## src/rtl/ena_sched_pkg.sv

```systemverilog
// Shared types and constants for the enable scheduler: scheduling modes,
// FSM states, LFSR polynomial and the index-width helper.
package ena_sched_pkg;

  typedef enum logic [1:0] {
    MODE_RR   = 2'd0,
    MODE_RAND = 2'd1,
    MODE_PAR  = 2'd2,
    MODE_STEP = 2'd3
  } mode_e;

  typedef enum logic [1:0] {
    IDLE = 2'd0,
    RUN  = 2'd1,
    HALT = 2'd2
  } state_e;

  localparam logic [15:0] LFSR_MASK = 16'hB400;

  // An index into an n-wide vector, never narrower than one bit.
  function automatic int idx_w(input int n);
    return (n > 1) ? $clog2(n) : 1;
  endfunction

  // Right-shifting Galois LFSR step.
  function automatic logic [15:0] lfsr_next(input logic [15:0] l);
    return (l >> 1) ^ (l[0] ? LFSR_MASK : 16'h0000);
  endfunction

endpackage

```

## src/rtl/ena_scheduler_if.sv

```systemverilog
// Bundle between the excitation logic / environment and the enable scheduler,
// including the scheduler's debug view of its FSM state and LFSR.
interface ena_scheduler_if #(
  parameter int N_ENA = 8,
  parameter int CNT_W = 32
);
  import ena_sched_pkg::*;

  localparam int IDX_W = idx_w(N_ENA);

  logic               run;
  logic [1:0]         mode;
  logic               step;
  logic [N_ENA-1:0]   excited;
  logic [N_ENA-1:0]   mask;
  logic [CNT_W-1:0]   budget;

  // fire_valid qualifies ena and fire_idx in the same cycle; there is no
  // ready: the circuit consumes every enable it is given.
  logic [N_ENA-1:0]   ena;
  logic               fire_valid;
  logic [IDX_W-1:0]   fire_idx;
  logic [CNT_W-1:0]   fire_count;
  logic               deadlock;
  logic               done;

  state_e             dbg_state;
  logic [15:0]        dbg_lfsr;

  modport master (
    output run, mode, step, excited, mask, budget,
    input  ena, fire_valid, fire_idx, fire_count, deadlock, done,
    input  dbg_state, dbg_lfsr
  );

  modport slave (
    input  run, mode, step, excited, mask, budget,
    output ena, fire_valid, fire_idx, fire_count, deadlock, done,
    output dbg_state, dbg_lfsr
  );

endinterface

```

## src/rtl/ena_rr_pick.sv

```systemverilog
// Rotating-priority picker: grants the first set bit of cand at or after
// start, wrapping past the top back to bit 0.
module ena_rr_pick #(
  parameter int N     = 8,
  parameter int IDX_W = 3
) (
  input  logic [N-1:0]     cand,
  input  logic [IDX_W-1:0] start,
  output logic [N-1:0]     grant,
  output logic [IDX_W-1:0] idx,
  output logic             any
);

  int               j;
  logic [IDX_W-1:0] j_idx;

  // Walk offsets from the farthest down to zero so the nearest hit wins.
  always_comb begin
    grant = '0;
    idx   = '0;
    any   = |cand;
    j     = 0;
    j_idx = '0;
    for (int k = N - 1; k >= 0; k--) begin
      j = int'(start) + k;
      if (j >= N) j = j - N;
      j_idx = IDX_W'(j);
      if (cand[j_idx]) begin
        grant        = '0;
        grant[j_idx] = 1'b1;
        idx          = j_idx;
      end
    end
  end

endmodule

```

## src/rtl/ena_scheduler.sv

```systemverilog
// Enable scheduler for the synchronous model of an asynchronous circuit:
// picks which excited signals fire each cycle and tracks progress/deadlock.
module ena_scheduler
  import ena_sched_pkg::*;
#(
  parameter int          N_ENA       = 8,
  parameter int          CNT_W       = 32,
  parameter logic [15:0] LFSR_SEED   = 16'hACE1,
  parameter int          STALL_LIMIT = 4
) (
  input  logic             clk,
  input  logic             reset,
  ena_scheduler_if.slave   bus
);

  localparam int IDX_W   = idx_w(N_ENA);
  localparam int STALL_W = $clog2(STALL_LIMIT + 1);

  state_e             state_q, state_d;
  mode_e              mode_q, mode_d;
  logic [IDX_W-1:0]   ptr_q, ptr_d;
  logic [15:0]        lfsr_q, lfsr_d;
  logic [CNT_W-1:0]   cnt_q, cnt_d;
  logic [STALL_W-1:0] stall_q, stall_d;
  logic               dl_q, dl_d;
  logic               done_q, done_d;

  logic [N_ENA-1:0]   cand;
  logic [N_ENA-1:0]   grant;
  logic [N_ENA-1:0]   ena_c;
  logic [IDX_W-1:0]   pick_idx;
  logic [IDX_W-1:0]   start_idx;
  logic [IDX_W-1:0]   idx_c;
  logic [31:0]        rand_prod;
  logic               any_cand;
  logic               active;
  logic               step_ok;
  logic               fire;

  assign cand      = bus.excited & bus.mask;
  assign active    = (state_q == RUN) && bus.run;
  assign step_ok   = (mode_q != MODE_STEP) || bus.step;
  assign fire      = active && step_ok && any_cand;
  // Scale the LFSR into [0, N_ENA) without a divider.
  assign rand_prod = {16'h0000, lfsr_q} * 32'(N_ENA);
  assign start_idx = (mode_q == MODE_RAND) ? IDX_W'(rand_prod >> 16) : ptr_q;

  ena_rr_pick #(
    .N     (N_ENA),
    .IDX_W (IDX_W)
  ) u_pick (
    .cand  (cand),
    .start (start_idx),
    .grant (grant),
    .idx   (pick_idx),
    .any   (any_cand)
  );

  // Zero-latency enable: a registered enable would be one cycle stale.
  always_comb begin
    ena_c = '0;
    idx_c = '0;
    if (active) begin
      if (mode_q == MODE_PAR) begin
        ena_c = cand;
      end else if (fire) begin
        ena_c = grant;
        idx_c = pick_idx;
      end
    end
  end

  assign bus.ena        = ena_c;
  assign bus.fire_valid = |ena_c;
  assign bus.fire_idx   = idx_c;
  assign bus.fire_count = cnt_q;
  assign bus.deadlock   = dl_q;
  assign bus.done       = done_q;
  assign bus.dbg_state  = state_q;
  assign bus.dbg_lfsr   = lfsr_q;

  always_comb begin
    state_d = state_q;
    mode_d  = mode_q;
    ptr_d   = ptr_q;
    lfsr_d  = lfsr_q;
    cnt_d   = cnt_q;
    stall_d = stall_q;
    dl_d    = dl_q;
    done_d  = done_q;
    if (!bus.run) begin
      state_d = IDLE;
      dl_d    = 1'b0;
      done_d  = 1'b0;
    end else begin
      case (state_q)
        IDLE: begin
          state_d = RUN;
          mode_d  = mode_e'(bus.mode);
          cnt_d   = '0;
          stall_d = '0;
          dl_d    = 1'b0;
          done_d  = 1'b0;
        end
        RUN: begin
          lfsr_d = lfsr_next(lfsr_q);
          if (fire) begin
            if (cnt_q != '1) cnt_d = cnt_q + 1'b1;
            stall_d = '0;
            if (mode_q == MODE_RR || mode_q == MODE_STEP)
              ptr_d = (pick_idx == IDX_W'(N_ENA - 1)) ? '0 : pick_idx + 1'b1;
            if (bus.budget != '0 && (cnt_q + 1'b1) == bus.budget) done_d = 1'b1;
          end else if (step_ok) begin
            // A dropped step counts as a stall; an idle step-mode cycle does not.
            if (stall_q != STALL_W'(STALL_LIMIT)) stall_d = stall_q + 1'b1;
            if ((stall_q + 1'b1) == STALL_W'(STALL_LIMIT)) dl_d = 1'b1;
          end
          if (dl_d || done_d) state_d = HALT;
        end
        default: ;
      endcase
    end
  end

  always_ff @(posedge clk) begin
    if (reset) begin
      state_q <= IDLE;
      mode_q  <= MODE_RR;
      ptr_q   <= '0;
      lfsr_q  <= LFSR_SEED;
      cnt_q   <= '0;
      stall_q <= '0;
      dl_q    <= 1'b0;
      done_q  <= 1'b0;
    end else begin
      state_q <= state_d;
      mode_q  <= mode_d;
      ptr_q   <= ptr_d;
      lfsr_q  <= lfsr_d;
      cnt_q   <= cnt_d;
      stall_q <= stall_d;
      dl_q    <= dl_d;
      done_q  <= done_d;
    end
  end

endmodule
```

## src/flat_wrapper.sv

```systemverilog
// flat-port wrapper written by rule: the top's interface ports become plain ports
module ena_scheduler_flat import ena_sched_pkg::*;
#(
  parameter int          N_ENA       = 8,
  parameter int          CNT_W       = 32,
  parameter logic [15:0] LFSR_SEED   = 16'hACE1,
  parameter int          STALL_LIMIT = 4
)
  (clk, reset, bus_run, bus_mode, bus_step, bus_excited, bus_mask, bus_budget, bus_ena, bus_fire_valid, bus_fire_idx, bus_fire_count, bus_deadlock, bus_done, bus_dbg_state, bus_dbg_lfsr);
  ena_scheduler_if #(.N_ENA(N_ENA), .CNT_W(CNT_W)) bus_i ();
  input  logic clk;
  input  logic reset;
  input wire logic [$bits(bus_i.run)-1:0] bus_run;
  input wire logic [$bits(bus_i.mode)-1:0] bus_mode;
  input wire logic [$bits(bus_i.step)-1:0] bus_step;
  input wire logic [$bits(bus_i.excited)-1:0] bus_excited;
  input wire logic [$bits(bus_i.mask)-1:0] bus_mask;
  input wire logic [$bits(bus_i.budget)-1:0] bus_budget;
  output wire logic [$bits(bus_i.ena)-1:0] bus_ena;
  output wire logic [$bits(bus_i.fire_valid)-1:0] bus_fire_valid;
  output wire logic [$bits(bus_i.fire_idx)-1:0] bus_fire_idx;
  output wire logic [$bits(bus_i.fire_count)-1:0] bus_fire_count;
  output wire logic [$bits(bus_i.deadlock)-1:0] bus_deadlock;
  output wire logic [$bits(bus_i.done)-1:0] bus_done;
  output wire logic [$bits(bus_i.dbg_state)-1:0] bus_dbg_state;
  output wire logic [$bits(bus_i.dbg_lfsr)-1:0] bus_dbg_lfsr;
  assign bus_i.run = bus_run;
  assign bus_i.mode = bus_mode;
  assign bus_i.step = bus_step;
  assign bus_i.excited = bus_excited;
  assign bus_i.mask = bus_mask;
  assign bus_i.budget = bus_budget;
  assign bus_ena = bus_i.ena;
  assign bus_fire_valid = bus_i.fire_valid;
  assign bus_fire_idx = bus_i.fire_idx;
  assign bus_fire_count = bus_i.fire_count;
  assign bus_deadlock = bus_i.deadlock;
  assign bus_done = bus_i.done;
  assign bus_dbg_state = bus_i.dbg_state;
  assign bus_dbg_lfsr = bus_i.dbg_lfsr;
  ena_scheduler #(.N_ENA(N_ENA), .CNT_W(CNT_W), .LFSR_SEED(LFSR_SEED), .STALL_LIMIT(STALL_LIMIT)) u_core (.clk(clk), .reset(reset), .bus(bus_i));
endmodule
```

## config.mk

```make
export PLATFORM = sky130hd
export DESIGN_NAME = ena_scheduler_flat
export DESIGN_NICKNAME = d
export VERILOG_FILES = /design/src/rtl/ena_sched_pkg.sv /design/src/rtl/ena_scheduler_if.sv /design/src/rtl/ena_rr_pick.sv /design/src/rtl/ena_scheduler.sv /design/src/flat_wrapper.sv
export SDC_FILE = /design/constraint.sdc
export NUM_CORES = 1
export LEC_CHECK = 0
export CORE_MARGIN = 5
export CORE_UTILIZATION = 58
export DETAILED_ROUTE_END_ITERATION = 10
export GPL_TIMING_DRIVEN = 0
export PLACE_DENSITY = 0.94
export SLEW_MARGIN = 15
export SYNTH_ARGS = -nofsm -noshare
export SYNTH_HDL_FRONTEND = slang
export SYNTH_HIERARCHICAL = 1
export SYNTH_SLANG_ARGS = --single-unit
```

## constraint.sdc

```tcl
create_clock -name clk -period 8.5 [get_ports clk]
set_input_delay 0.85 -clock clk [delete_from_list [all_inputs] [get_ports clk]]
set_output_delay 0.85 -clock clk [all_outputs]
set_load 0.1 [all_outputs]
```

After elaboration in Yosys (flattened, before gate mapping)
Cells that the tools add are included.
{ "totals": {"out_inout_bits": 64, "ff_bits": 60, "inputBits": 54} }
{ "op_classes": {"mux": 85, "n_eq_ne": 15, "n_reduce_logical": 28, "add_sub_neg": 18, "bitwise_logic": 3, "magnitude_cmp": 24} }
{ "ops": {"columns": ["operator", "count"], "rows": [
  ["two-way mux 8 bit", 11],
  ["two-way mux 3 bit", 24],
  ["two-way mux 32 bit", 2],
  ["case mux 32 bit (2 select lines)", 1],
  ["adder 32 x 1 -> 32 bit (second input constant)", 1],
  ["equality test 32 bit", 1],
  ["< comparator 3 x 4 -> 1 bit (second input constant)", 8],
  ["!= test 32 bit (second input constant)", 1],
  ["nonzero test 32 bit", 1],
  [">= comparator 4 bit (second input constant)", 7],
  ["two-way mux 1 bit", 25],
  ["binary-select mux 1 bit (select 3 bit)", 8],
  ["demux 1 bit (select 3 bit)", 8],
  [">= comparator 3 x 1 -> 1 bit (second input constant)", 8],
  ["subtractor 3 x 1 -> 3 bit (second input constant)", 8],
  ["adder 3 x 3 -> 4 bit (second input constant)", 4],
  ["two-way mux 16 bit", 1],
  ["OR reduction 8 bit", 2],
  ["XOR 15 x 16 -> 16 bit", 1],
  ["logical AND 1 bit", 12],
  ["AND reduction 4 bit", 3],
  ["adder 3 x 2 -> 4 bit (second input constant)", 2],
  ["AND 8 bit", 1],
  ["adder 3 x 1 -> 3 bit (second input constant)", 2],
  ["20 further kinds", 31]
]} }

Longest topological paths before layout
{ "logic_depth": {"depth_word": 21, "depth_mapped": 18} }

Modules after synthesis
The synthesis kept the hierarchy.
{ "by_module_without_submodules": {"columns": ["module", "area_per_inst_um2", "instances", "cells_each", "seq_area_each_um2"], "rows": [
  ["ena_scheduler", 4423.0, 1, 580, 1201.2],
  ["ena_rr_pick", 1746.7, 1, 244, 0.0]
]} }

Worst setup path after synthesis
No wires, ideal clock.
{ "synth_timing": {"path_kind": "reg2out", "from": "register u_core.lfsr_q[14] (netlist: u_core/bus.dbg_lfsr[14])", "to": "output bus_fire_valid", "t_arrival_ns": 5.939, "stages_incl_launch_ff": 16, "required_time_ns": 7.650, "n_path_buf": 3, "slack_ns": 1.711, "cell_sequence": "dfxtp_1 mux2_2 buf_2 inv_1 ha_1 clkbuf_1 mux4_1 mux2i_1 buf_2 o21ai_0 a22o_1 a21oi_1 a22oi_1 nor2_1 nor4_1 nand2_1"} }
{ "synth_between": {"elab_chain_cells": 20, "word_cells_on_any_way": 100} }
{ "synth_lines": {"columns": ["element", "line_no", "rtl"], "rows": [
  ["from (decl)", "ena_scheduler.sv:22", "logic [15:0] lfsr_q, lfsr_d;"],
  ["from (signal assigned)", "ena_scheduler.sv:139", "lfsr_q <= lfsr_d;"],
  ["two-way mux 3 bit *", "ena_scheduler.sv:46", "assign start_idx = (mode_q == MODE_RAND) ? IDX_W'(rand_prod >> 16) : ptr_q;"],
  ["via u_core.start_idx[1]", "ena_scheduler.sv:32", "logic [IDX_W-1:0] start_idx;"],
  ["adder 3 x 3 -> 4 bit", "ena_rr_pick.sv:25", "j = int'(start) + k;"],
  [">= comparator 4 bit or subtractor 3 x 1 -> 3 bit (tied branches)", "ena_rr_pick.sv:26", "if (j >= N) j = j - N;"],
  ["two-way mux 3 bit", "ena_rr_pick.sv:26", null],
  ["< comparator 3 x 4 -> 1 bit (not written as such) or >= comparator 3 x 1 -> 1 bit (tied branches)", "ena_rr_pick.sv:30", "grant[j_idx] = 1'b1;"],
  ["logical AND 1 bit (not written as such)", "ena_rr_pick.sv:30", null],
  ["two-way mux 1 bit (not written as such)", "ena_rr_pick.sv:30", null],
  ["demux 1 bit (select 3 bit)", "ena_rr_pick.sv:30", null],
  ["two-way mux 8 bit (7 in series)", "ena_rr_pick.sv:28", "if (cand[j_idx]) begin"],
  ["two-way mux 8 bit *", "ena_rr_pick.sv:28", null],
  ["via u_core.grant[7]", "ena_scheduler.sv:29", "logic [N_ENA-1:0] grant;"],
  ["two-way mux 8 bit *", "ena_scheduler.sv:66", "end else if (fire) begin"],
  ["two-way mux 8 bit *", "ena_scheduler.sv:64", "if (mode_q == MODE_PAR) begin"],
  ["two-way mux 8 bit *", "ena_scheduler.sv:63", "if (active) begin"],
  ["via bus_ena[7]", "flat_wrapper.sv:19", "output wire logic [$bits(bus_i.ena)-1:0] bus_ena;"],
  ["OR reduction 8 bit *", "ena_scheduler.sv:74", "assign bus.fire_valid = |ena_c;"],
  ["to (decl)", "flat_wrapper.sv:20", "output wire logic [$bits(bus_i.fire_valid)-1:0] bus_fire_valid;"]
]} }
The timed path passes the listed nets; every way through them passes the cells marked *. The select of a mux whose other input is x is not followed.

Worst setup path in the final report
{ "layout_timing": {"from": "register u_core.mode_q[1]", "to": "output bus_fire_valid"} }
{ "layout_between": {"elab_chain_cells": 21, "word_cells_on_any_way": 106} }
{ "layout_lines": {"columns": ["element", "line_no", "rtl"], "rows": [
  ["from (decl)", "ena_scheduler.sv:20", "mode_e mode_q, mode_d;"],
  ["from (signal assigned)", "ena_scheduler.sv:137", "mode_q <= mode_d;"],
  ["equality test 2 x 1 -> 1 bit *", "ena_scheduler.sv:46", null],
  ["two-way mux 3 bit *", "ena_scheduler.sv:46", null],
  ["via u_core.start_idx[1]", "ena_scheduler.sv:32", null],
  ["adder 3 x 3 -> 4 bit", "ena_rr_pick.sv:25", null],
  [">= comparator 4 bit or subtractor 3 x 1 -> 3 bit (tied branches)", "ena_rr_pick.sv:26", null],
  ["two-way mux 3 bit", "ena_rr_pick.sv:26", null],
  ["< comparator 3 x 4 -> 1 bit (not written as such) or >= comparator 3 x 1 -> 1 bit (tied branches)", "ena_rr_pick.sv:30", null],
  ["logical AND 1 bit (not written as such)", "ena_rr_pick.sv:30", null],
  ["two-way mux 1 bit (not written as such)", "ena_rr_pick.sv:30", null],
  ["demux 1 bit (select 3 bit)", "ena_rr_pick.sv:30", null],
  ["two-way mux 8 bit (7 in series)", "ena_rr_pick.sv:28", null],
  ["two-way mux 8 bit *", "ena_rr_pick.sv:28", null],
  ["via u_core.grant[7]", "ena_scheduler.sv:29", null],
  ["two-way mux 8 bit *", "ena_scheduler.sv:66", null],
  ["two-way mux 8 bit *", "ena_scheduler.sv:64", null],
  ["two-way mux 8 bit *", "ena_scheduler.sv:63", null],
  ["OR reduction 8 bit *", "ena_scheduler.sv:74", null]
]} }
Marks and branches as above.

==> impl_metrics.csv <==
group,metric,value,unit
run_status,status,"completed",
synthesis,ys_seq_area_share,19.5,%
worst_setup_path,slowest_stage,"clkdlybuf4s50_1",
placement,dp_hpwl,17000,um
clocking,cts_resized,0,
detailed_routing,antenna_left,0,
worst_setup_path,arrival,5.88,ns
timing,fin_crit_sh,79.2,%
detailed_routing,wl_per_cell,21.1,um
cells_and_area,final_cell_mix,"clkdlybuf4s50_1, nand2_1, nor2_1",
synthesis,async_flop_share,0,%
placement,gp_congestion,1.03,
worst_setup_path,reg2reg_depth,18,
timing,relSlewSlack,33.7,%
floorplan,die_area,12800,um2
global_route,grt-ovfl-total,0,
synthesis,ys_ff_latch,60,
timing,max_freq,0.149,GHz
clocking,ctsHoldBuffers,0,
pwr,peakVddDrop,110,uV
clocking,post_cts_buffers,0,
global_route,antenna_found_initial,0,
clocking,clockBufferDepth,2,
worst_setup_path,worstSetupPathType,"flip-flop to primary output",
detailed_routing,drt-initial-drc-count,1265,
synthesis,netlist_instances,824,
cells_and_area,layout_commonest_cell,"clkdlybuf4s50_1",
synthesis,syn_area_per_cell,7.49,um2
synthesis,yosysUniqueCellTypes,84,
worst_setup_path,crit_fanout,10,
floorplan,coreArea,10400,um2
timing,worst_pin_slew,0.991,ns
worst_setup_path,critPathTopFamily,"buffers and inverters",
worst_setup_path,critical_path_buf_inv_count,6,
pwr,power.leakage,2.79,nW
global_route,grt.total_usage,34.9,%
detailed_routing,wl,23000,um
timing,skew,0.0142,ns
clocking,tritoncts,"built",
cells_and_area,n_antenna_cell,0,
floorplan,die_y,113,um
global_route,grt_pass1_wl,36500,um
worst_setup_path,cp.required,7.65,ns
synthesis,syn_nets,893,
synthesis,synthFlopType,"dfxtp_1",
min_path,min_path_type,"flip-flop to flip-flop",
synthesis,syn_area,6170,um2
timing,rsz0062_at_grt,"no",
worst_setup_path,cp-end-kind,"primary output",
placement,numPortBuffers,116,
worst_setup_path,start_kind,"flip-flop",
timing,setup_tns,0,ns
detailed_routing,avgViaCountPerCell,6.85,
floorplan,rows,37,
worst_setup_path,crit_chain,"inv_1 -> ha_1 -> mux2_2 -> buf_2 -> inv_1 -> ha_1 -> clkbuf_1 -> mux4_1 -> mux2i_1 -> buf_2 -> o21ai_0 -> a22o_1 -> a21oi_1 -> a22oi_1 -> nor2_1 -> nor4_1 -> nand2_1 -> clkdlybuf4s50_1",
synthesis,synth_edf_count,0,
pwr,total_power,1.08,mW
floorplan,die_w,113,um
timing,drv_slew,0,
clocking,clkSinkCount,60,
worst_setup_path,critical_path_depth,18,
synthesis,yosysWarnings,6,
cells_and_area,nNetsFinal,1020,
min_path,hold_depth,2,
worst_setup_path,max_stage_delay,1.12,ns
cells_and_area,drive_gt1_share,9.94,%
global_route,grt_start_max_net_pins,13,
detailed_routing,drcViolationCount,0,
global_route,grt_pass1_vias,7140,
job,max_cap_violations,0,
timing,final.min_clock_period,6.73,ns
clocking,cts-root-buf,"clkbuf_8",
cells_and_area,fin_util,74.3,%
clocking,cts_htree_levels,3,
cells_and_area,area_delta_synth_final,24.8,%
floorplan,boundaryPins,118,
floorplan,initial_core_util,59.5,%
clocking,cts_buffers,9,
detailed_routing,via_count,7475,
clocking,path_clk_slew,0.07,ns
pwr,pwr_density_cell,141,nW/um2
clocking,insertion_delay,0.34,ns
timing,hold_violations,0,
detailed_routing,dr.pass1.iters,6,
timing,setup_viol,0,
tightest hold or removal path: cells and delay by family, from the launching register on:
family / cells / cell delay (ns)
flops: 1 / 0.31
simple gates: 1 / 0.06
compound gates: 1 / 0.06
synthesized netlist by cell type, types with 5 or more instances:
cell	instances	area share [%]
a311oi_1	5	0.71
xnor2_1	47	6.7
ha_1	15	3.0
or3_1	9	0.91
a21oi_1	64	5.2
o31ai_1	6	0.73
nand3_1	30	2.4
mux4_2	9	3.3
o21a_1	5	0.61
and3_1	17	1.7
nor2b_1	7	0.71
o21ai_1	10	0.81
nand2_1	106	6.4
nand2b_1	15	1.5
o21ai_0	37	3.0
o21bai_1	6	0.73
clkbuf_1	21	1.3
a31oi_1	16	1.6
and2_1	12	1.2
buf_2	23	1.9
inv_1	12	0.73
and4_1	5	0.71
xor2_1	13	1.8
nand3b_1	12	1.5
nand4_1	16	1.6
nor4_1	17	1.7
a22oi_1	9	1.1
nor3_1	14	1.1
o211ai_1	8	0.97
mux2i_1	9	1.5
o22ai_1	8	0.81
nor2_1	86	5.2
dfxtp_1	60	19
mux2_2	10	1.8
path summary, 6_finish.rpt:
path	startpoint	endpoint	slack, ns
max	u_core/mode_q[1]	bus_fire_valid	1.77
min	u_core/ptr_q[1]	u_core/ptr_q[1]	0.47
min reg2reg	u_core/ptr_q[1]	u_core/ptr_q[1]	0.47
max reg2reg	u_core/mode_q[1]	u_core/ptr_q[0]	3.74
per-stage QoR:
step	instance area (um2)	hold WS, ns	setup WS [ns]	instances
after floorplan	6170	0.434	1.71	824
after global placement	7500	0.442	2.39	1076
after detailed placement	7500	0.455	2.26	1076
after CTS	7700	0.465	1.88	1092
after global routing	7700	0.502	1.51	1092
final	7700	0.470	1.77	1092
area by class of cell:
type / count / area, um2
Clock buffer: 9 / 124
Buffer: 53 / 277
Multi-Input combinational cell: 697 / 4640
Tap cell: 136 / 170
Sequential cell: 60 / 1200
Clock inverter: 7 / 75.1
Inverter: 14 / 52.6
Timing Repair Buffer: 116 / 1160
Fill cell: 789 / 2670
power by group:
| part | total [mW] | internal [mW] | switching, mW | leakage (nW) |
|---|---|---|---|---|
| combinational | 0.524 | 0.190 | 0.334 | 2.20 |
| clock | 0.268 | 0.137 | 0.131 | 0.104 |
| sequential | 0.291 | 0.286 | 0.00488 | 0.486 |
registers in the layout, indices dropped and copies added, names as in the netlist:
register               count
u_core/bus.fire_count     32
u_core/bus.dbg_lfsr       16
u_core/ptr_q               3
u_core/stall_q             3
u_core/bus.dbg_state       2
u_core/mode_q              2
u_core/bus.deadlock        1
u_core/bus.done            1
logic make-up (layout without fill, tap and decap cells):
logic type	after synthesis	after routing	share of synthesized area [%]
and+or+nand+nor	375	375	32.3
DFF	60	60	19.5
buffers and inverters	67	199	5.33
xor gates and xnor gates	60	60	8.52
AOI/OAI and AO/OA	211	211	22.0
adders and majority gates	15	15	3.04
muxes	36	36	9.33
routing by layer:
metal  vias up  wire length, um  part of all wire [%]  GRT usage [%]
li1       3297                -                     -              -
met1      3370             8210                    36           42.7
met2       680            10500                    46           56.0
met3       128             3030                    13           8.29
met4         0             1270                   5.5           20.0
met5         -                0                     0              0
Power figures use the tool's default switching activity.
==> RTL edit: new RTL, same flow settings <==
`STALL_LIMIT` is set to 4 in 2 places; all go to 2.
--- a/src/rtl/ena_scheduler.sv
+++ b/src/rtl/ena_scheduler.sv
@@ -6,7 +6,7 @@
   parameter int          N_ENA       = 8,
   parameter int          CNT_W       = 32,
   parameter logic [15:0] LFSR_SEED   = 16'hACE1,
-  parameter int          STALL_LIMIT = 4
+  parameter int          STALL_LIMIT = 2
 ) (
   input  logic             clk,
   input  logic             reset,
--- a/src/flat_wrapper.sv
+++ b/src/flat_wrapper.sv
@@ -4,7 +4,7 @@
   parameter int          N_ENA       = 8,
   parameter int          CNT_W       = 32,
   parameter logic [15:0] LFSR_SEED   = 16'hACE1,
-  parameter int          STALL_LIMIT = 4
+  parameter int          STALL_LIMIT = 2
 )
   (clk, reset, bus_run, bus_mode, bus_step, bus_excited, bus_mask, bus_budget, bus_ena, bus_fire_valid, bus_fire_idx, bus_fire_count, bus_deadlock, bus_done, bus_dbg_state, bus_dbg_lfsr);
   ena_scheduler_if #(.N_ENA(N_ENA), .CNT_W(CNT_W)) bus_i ();
Check against the original RTL: not equivalent (Yosys sat finds a counterexample within 4 cycles, from zero or initial values and one cycle with reset high).
==> RTL edit against the unedited design <==
Power grew 26%; design area fell by 1.2%; routed wire length increased by 0.23%; clock skew decreased by 3.9 ps; setup slack got worse by 210 ps; synthesized area fell by 1.7%; sequential cell count shrank 1; count of clock-buffer cells in the layout unchanged; synthesized cell count is 0.49% higher; critical path type unchanged; highest routed layer unchanged.
==> RTL edit: results (changes against the unedited design) <==
| Metric | Value |
|---|---|
| Mux cell area share after synthesis | 9.80% (was 9.33%) |
| M2 GR Usage | 50.8% (was 56.0%) |
| Multi-input gate share of total cell area | 59.5% (was 60.3%) |
| Max IR drop VDD | 0.182 mV (was 0.110 mV) |
| Post-DP HPWL | 17,500 um (was 17,000 um) |
| Routed length per instance | 21.0 um (was 21.1 um) |
| Adder-Cell Fraction of Synth Area | 2.89% (was 3.04%) |
| Top Metal Used | met4 (unchanged) |
| M1 WL | 9190 um (was 8210 um) |
| Post-Synth XOR/XNOR Area | 6.64% (was 8.52%) |
| Detailed Route Iter0 Violations | 1,288 (was 1,265) |
| P_leak | 2.59 nW (was 2.79 nW) |
| Dpl ws | 2150 ps (was 2260 ps) |
| Synth cell types | 81 (was 84) |
| Global-route wire length before repair | 36,000 um (was 36,500 um) |
| Share of post-route cells with drive strength above 1 | 8.01% (was 9.94%) |
| NonClk Buf Share | 19.2% (was 18.7%) |
| Compound-Gate Fraction of Synth Area | 25.7% (was 22.0%) |
| Gr usage total | 34.9% (about the same) |
| Vias in the first global route | 6,905 (was 7,140) |
| Avg Inst Size Synth | 7.32 um2 (was 7.49 um2) |
| Achievable Freq | 144 MHz (was 149 MHz) |
| Largest net degree at the start of global routing | 13 (unchanged) |
| Synth cell count leaders | nand2_1 (99), nor2_1 (90), a21oi_1 (65) (was nand2_1 (106), nor2_1 (86), a21oi_1 (64)) |
| Sequential area share after synthesis | 19.5% (about the same) |
| Met1 Use GR | 49.6% (was 42.7%) |
| Vias post-DR | 7,553 (was 7,475) |
| Met3 usage in global routing | 10.6% (was 8.29%) |
| Status | finished clean (unchanged) |
| Final net count | 1,024 (was 1,020) |
| Wire length on met3 | 3580 um (was 3030 um) |
| ClkCell Share | 2.63% (was 2.58%) |
| Reg2Reg Setup Slack | 3570 ps (was 3740 ps) |
| Total detailed-routing wirelength | 23,000 um (about the same) |
| Relative slew slack | 32.2% (was 33.7%) |
| Synth top area cells | dfxtp_1 (19%), nand2_1 (6.1%), nor2_1 (5.6%) (was dfxtp_1 (19%), xnor2_1 (6.7%), nand2_1 (6.4%)) |
| Placed cell areas | 7400 um2 (was 7500 um2) |
| Cells after Synth | 828 (was 824) |
| IO buf count | 117 (was 116) |
| Dpl cells | 1,081 (was 1,076) |
| Placer Congestion | 1.01 (was 1.03) |
| Logic inverters | 17 (was 14) |
| Met2 WL | 9490 um (was 10,500 um) |
| Yosys reg bits | 59 (was 60) |
| Seq/total area | 15.5% (was 15.6%) |
| #MultiIn Comb | 689 (was 697) |
| Clock skew | 10.3 ps (was 14.2 ps) |
| Hold Crit Class | flop to flop (unchanged) |
| Net Count, Synth | 896 (was 893) |
| Number of fill cells in the layout | 843 (was 789) |
| Register area | 1180 um2 (was 1200 um2) |
| GR peak layer | met2 (unchanged) |
| Buffers, non-clock | 180 (was 169) |
==> RTL edit: changes by cell type in the layout (fill, tap and decap cells not counted), sizes merged, moves of 6 or more <==
cell	unedited run	this run
clkbuf	31	44
a211oi	6	22
and3	17	9
a22oi	9	3
nand2	106	99
o21ai	48	41
or3	9	3
a311oi	5	16
xnor2	47	33
o22ai	8	14
==> RTL edit: how the worst min path moves through the flow <==
stage	endpoint	slack (ps)	from	cells after the start
detailed placement	u_core/ptr_q[2]$_SDFFE_PP0P_	450	u_core/ptr_q[2]$_SDFFE_PP0P_	2
global route	u_core/ptr_q[1]$_SDFFE_PP0P_	490	u_core/ptr_q[1]$_SDFFE_PP0P_	2
finish	u_core/ptr_q[1]$_SDFFE_PP0P_	470	u_core/ptr_q[1]$_SDFFE_PP0P_	2
floorplan	u_core/ptr_q[1]$_SDFFE_PP0P_	430	u_core/ptr_q[1]$_SDFFE_PP0P_	2
global placement	u_core/ptr_q[2]$_SDFFE_PP0P_	440	u_core/ptr_q[2]$_SDFFE_PP0P_	2
CTS	u_core/ptr_q[1]$_SDFFE_PP0P_	470	u_core/ptr_q[1]$_SDFFE_PP0P_	2
==> RTL edit: critical path, stage by stage, from the launching register on <==
cell,delay [ps]
dfxtp_1,420
inv_1,60
ha_1,230
mux2_2,390
buf_2,310
inv_1,160
ha_1,300
clkbuf_1,370
mux4_1,670
mux2i_1,320
buf_2,310
o21ai_0,130
a22o_1,270
a21oi_1,190
nand2_1,80
o22ai_1,230
nor4_1,90
nand2_1,80
clkdlybuf4s50_1,1120
==> RTL edit: where the power goes <==
group	leakage (nW)	internal, mW	switching, mW	total, mW
Clock	0.0962	0.137	0.134	0.271
Combinational	2.01	0.270	0.531	0.801
Sequential	0.479	0.285	0.00838	0.294
